### src/rtl/seq_detect.sv
`default_nettype none
// ============================================================================
// seq_detect : serial pattern detector with Mealy match flag, loadable pattern
//              and optional saturating match counter (macro SEQ_DETECT_COUNT_EN)
// Rev 1.0
// ============================================================================
module seq_detect #(
   parameter int               PAT_W   = 4,
   parameter int               CNT_W   = 8,
   parameter logic [PAT_W-1:0] RST_PAT = PAT_W'(4'b1101)
) (
   input  logic             clk,
   input  logic             n_rst,
   input  logic             i,
   input  logic             en,
   input  logic             overlap,
   input  logic             load,
   input  logic [PAT_W-1:0] pat_in,
   output logic             o,
   output logic [CNT_W-1:0] match_cnt
);

   localparam int               FILL_W   = $clog2(PAT_W);
   localparam logic [FILL_W-1:0] FILL_MAX = FILL_W'(PAT_W - 1);

   logic [PAT_W-1:0]  pat_q,  pat_d;
   logic [PAT_W-2:0]  hist_q, hist_d;
   logic [FILL_W-1:0] fill_q, fill_d;
   logic [PAT_W-1:0]  window;
   logic              match;

   // fill_q is held at 0 during reset, so match cannot assert while n_rst is low
   assign window = {hist_q, i};
   assign match  = en & ~load & (fill_q == FILL_MAX) & (window == pat_q);
   assign o      = match;

   always_comb begin
      pat_d  = pat_q;
      hist_d = hist_q;
      fill_d = fill_q;
      if (load) begin
         pat_d  = pat_in;
         hist_d = '0;
         fill_d = '0;
      end else if (en) begin
         if (match && !overlap) begin
            hist_d = '0;
            fill_d = '0;
         end else begin
            hist_d = window[PAT_W-2:0];
            if (fill_q != FILL_MAX) begin
               fill_d = fill_q + FILL_W'(1);
            end
         end
      end
   end

   always_ff @(posedge clk or negedge n_rst) begin
      if (!n_rst) begin
         pat_q  <= RST_PAT;
         hist_q <= '0;
         fill_q <= '0;
      end else begin
         pat_q  <= pat_d;
         hist_q <= hist_d;
         fill_q <= fill_d;
      end
   end

`ifdef SEQ_DETECT_COUNT_EN
   logic [CNT_W-1:0] cnt_q, cnt_d;

   always_comb begin
      cnt_d = cnt_q;
      if (match && (cnt_q != {CNT_W{1'b1}})) begin
         cnt_d = cnt_q + CNT_W'(1);
      end
   end

   always_ff @(posedge clk or negedge n_rst) begin
      if (!n_rst) begin
         cnt_q <= '0;
      end else begin
         cnt_q <= cnt_d;
      end
   end

   assign match_cnt = cnt_q;
`else
   assign match_cnt = '0;
`endif

endmodule
`default_nettype wire
### config.mk
export PLATFORM = sky130hd
export DESIGN_NAME = seq_detect
export DESIGN_NICKNAME = d
export VERILOG_FILES = /design/src/rtl/seq_detect.sv
export SDC_FILE = /design/constraint.sdc
export NUM_CORES = 1
export LEC_CHECK = 0
export CAP_MARGIN = 20
export CORE_AREA = 10 10 47 49
export DETAILED_ROUTE_END_ITERATION = 12
export DIE_AREA = 0 0 57 59
export GPL_ROUTABILITY_DRIVEN = 1
export PLACE_DENSITY = 0.71
export SLEW_MARGIN = 20
export SYNTH_ARGS = -nofsm -noshare
export SYNTH_HDL_FRONTEND = slang
export SYNTH_SLANG_ARGS = --single-unit
### constraint.sdc
create_clock -name clk -period 1.52 [get_ports clk]
set_input_delay 0.304 -clock clk [delete_from_list [all_inputs] [get_ports clk]]
set_output_delay 0.304 -clock clk [all_outputs]
set_load 0.05 [all_outputs]
# Word-level counts from Yosys, hierarchy flattened
# Cells that the tools add are included.
# classes
addsub	1
eq_ne	3
muxes	7
bitwise	4
n_reduce_logical	5
# ops
op	count
3-bit 2-to-1 mux	3
2-bit 2-to-1 mux	4
4-bit equality test	1
1-bit bitwise AND	3
3-bit nonzero test	1
2-bit by 1-bit adder with 2-bit output, second input constant	1
2-bit equality test, second input constant	1
2-bit inequality test, second input constant	1
2-bit AND reduction	1
2-bit nonzero test	1
1-bit logical AND	1
1-bit logical NOT	1
1-bit NOT	1
# totals
regBits	9
in_bits	10
output_inout_bits	9
word_cells	23

# Longest topological paths before layout
# logic_depth
ltp_word	8
mapped_depth	4
mapped_depth_nobuf	4

# Worst setup path before layout
# OpenSTA, ideal clock, no wires.
# synth_path
path_kind	reg2out
start	register pat_q[3]
end	output port o
arrival_ns	2.083
t_required_ns	1.216
slack_ns	-0.867
path_stages_with_launch	5
path_cell_list	dfstp_2 -> xor2_1 -> nor4_2 -> nand2_1 -> nor3_1
# synth_between
elab_chain_len	2
# synth_rtl
element	line	rtl
from (decl)	26	logic [PAT_W-1:0] pat_q, pat_d;
from (signal assigned)	64	pat_q <= pat_d;
4-bit equality test	34	assign match = en & ~load & (fill_q == FILL_MAX) & (window == pat_q);
1-bit bitwise AND	34	
to (decl)	19	output logic o,
# No other way between the ends.

# Worst setup path in the final report
# Same ends and word-level chain as after synthesis.

==> impl_metrics.json <==
{
  "final_hold_viol_count": 0,
  "max_freq_ghz": 0.5173,
  "gp_routability_congestion": 0.7386,
  "htreeDepth": 1,
  "ys_types": 20,
  "reg2reg_to": "hist_q[0]",
  "firstDrtPassIters": 3,
  "grt_pass1_wl_um": 1656,
  "crit_buf_inv": 1,
  "routedWlPerCell_um": 12.42,
  "p_int_w": 0.0004249,
  "num-fill-cells": 145,
  "syn-mean-instance-area_um2": 11.23,
  "fin_setup_tns_ns": -0.5892,
  "insertion_delay_ns": 0.26,
  "cp.arrival_ns": 1.63,
  "cts.sinks": 9,
  "period_share_pct": 127.2,
  "num_vias": 366,
  "final_common_cell": "clkdlybuf4s50_1",
  "path_cells": "xor2_1 -> nor4_2 -> nand2_1 -> nor3_4 -> buf_12",
  "final_antenna_net_count": 0,
  "fin_util_pct": 49.46,
  "core_um2": 1401,
  "drv_cap": 0,
  "synth_area_um2": 516.7,
  "min_period_ns": 1.933,
  "cp-start-kind": "register",
  "vdd_drop_max_mv": 0.5169,
  "crit_family": "simple AND/OR/NAND/NOR gates",
  "rows": 14,
  "skew_ns": 0.0003824,
  "status": "finished, violations left",
  "placed_area_um2": 658.1,
  "clkTransAtPathRegs_ns": 0.06,
  "n_antenna_cell": 0,
  "p_clk_share_pct": 29.7,
  "ys_warn_count": 0,
  "hp-class": "primary input to async pin",
  "io_buffers": 10,
  "slowest_stage": "dfstp_2",
  "violations": "setup timing",
  "required_ns": 1.22,
  "clock_tree.root_cell": "clkbuf_4",
  "total_power_w": 0.0005997,
  "grt_start_max_net_pins": 10,
  "cts.path.max_buffers": 2,
  "power_density_nw_per_um2": 865.1,
  "holdWs_ns": 0.3287,
  "cp_slowest_stage_delay_ns": 0.54,
  "power_leakage_nw": 0.3200,
  "antenna_found_initial": 0,
  "syn_inst": 46,
  "track_usage_pct": 6.080,
  "p_comb_share_pct": 24.3,
  "post-route-cell-area_um2": 693.2,
  "grt_pass1_vias": 396,
  "mostFrequentLayoutCells": "clkdlybuf4s50_1, conb_1, dfrtp_1",
  "fp.dieW_um": 57,
  "fin_ws_ns": -0.4131,
  "ios": 19,
  "ys_ff_latch": 9,
  "die_area_um2": 3363,
  "switching_share_pct": 29.14,
  "finalSetupViolations": 5,
  "r2r_slack_ns": -0.04,
  "seq_area_frac_synth_pct": 44.31,
  "numCtsBuffers": 3,
  "slew_violations": 0,
  "drt-initial-drc-count": 1,
  "cts_tree": "yes",
  "rsz0062_at_grt": "true",
  "worstSetupPathType": "register to output port",
  "p_switching_w": 0.0001747,
  "drive_gt1_share_pct": 31.75,
  "rr_startpoint": "pat_q[3]",
  "drcViolationCount": 0,
  "viasPerCell": 4.633,
  "overflow": 0,
  "ff2ff_path_depth": 5,
  "chipHeight_um": 59,
  "critPathCaptureType": "output port",
  "fin_nets": 75,
  "areaGrowthSynthToFinish_pct": 34.14,
  "seqPwrFrac_pct": 46.0,
  "worstPathMaxFanout": 2,
  "finalWirelength_um": 981,
  "start_util_pct": 36.88
}
-- power by group through the flow --
stage          clock network (W)  logic, W  registers (W)
6_report                0.000178  0.000146       0.000276
2_1_floorplan                  0  0.000111       0.000278
3_5_place_dp                   0  0.000142       0.000281
3_3_place_gp                   0  0.000140       0.000280
5_1_grt                 0.000201  0.000156       0.000279
4_1_cts                 0.000188  0.000146       0.000276
-- cells in the mapped netlist --
cell,number,area (um^2)
a22o_1,3,26.28
a311oi_2,1,15.01
a31o_2,1,8.760
buf_4,8,60.06
clkbuf_1,1,3.750
conb_1,1,3.750
dfrtp_1,6,150.1
dfstp_2,3,78.83
ha_1,1,12.51
inv_1,2,7.510
mux2_2,4,45.04
mux2i_1,1,10.01
nand2_1,1,3.750
nand2b_1,3,18.77
nor2_1,2,7.510
nor3_1,1,5.000
nor4_2,1,12.51
o21ai_0,1,5.000
or4_1,1,7.510
xor2_1,4,35.03
-- state kept, by name (all words and copies together) (netlist names) --
| name | flops |
|---|---|
| fill_q | 2 |
| hist_q | 3 |
| pat_q | 4 |
-- per-stage QoR --
stage,setup slack [ns],std cells
after floorplan,-0.2875,53
after global placement,-0.2926,75
after detailed placement,-0.3633,75
after CTS,-0.4473,79
after global routing,-0.5266,79
final,-0.4131,79
-- worst max path at each step --
stage,start,endpoint,slack [ns],depth (start not counted)
floorplan,pat_q[3],o,-0.29,4
global placement,i,o,-0.29,6
detailed placement,i,o,-0.36,6
CTS,pat_q[3],o,-0.45,5
global route,pat_q[3],o,-0.53,5
finish,pat_q[3],o,-0.41,5
-- cells by family (layout without fill, tap and decap cells) --
group / after synthesis / after routing / synth area share, %
mux: 5 / 5 / 10.65
xor+xnor: 4 / 4 / 6.779
other cells: 1 / 8 / 0.7257
fa+ha+maj: 1 / 1 / 2.421
flops: 9 / 9 / 44.31
buf+inv: 11 / 21 / 13.80
simple gates: 9 / 9 / 10.65
compound gates: 6 / 6 / 10.65
-- metal layers --
metal,global-route usage [%],vias up,share of wire [%]
li1,-,179,-
met1,6.265,168,44
met2,8.992,17,43
met3,3.219,2,12
met4,5.034,0,1.7
met5,0,-,0
-- cell type report --
type	instances	area, um^2	share of cell area [%]
flip-flops and latches	9	229.0	33.03
well taps	16	20.02	2.888
clock buffers	4	26.28	3.791
inverters	2	7.507	1.083
repair buffers	15	147.6	21.30
multi-input cells	33	262.8	37.91
-- repair_timing --
| action | 4_1_cts | 5_1_grt |
|---|---|---|
| buffers inserted | 0 | 1 |
| pin swaps | 1 | 1 |
| resized for setup | 1 | 1 |
| setup endpoints to repair | 5 | 6 |
| hold buffers | 0 | 0 |
Power figures use the tool's default switching activity.
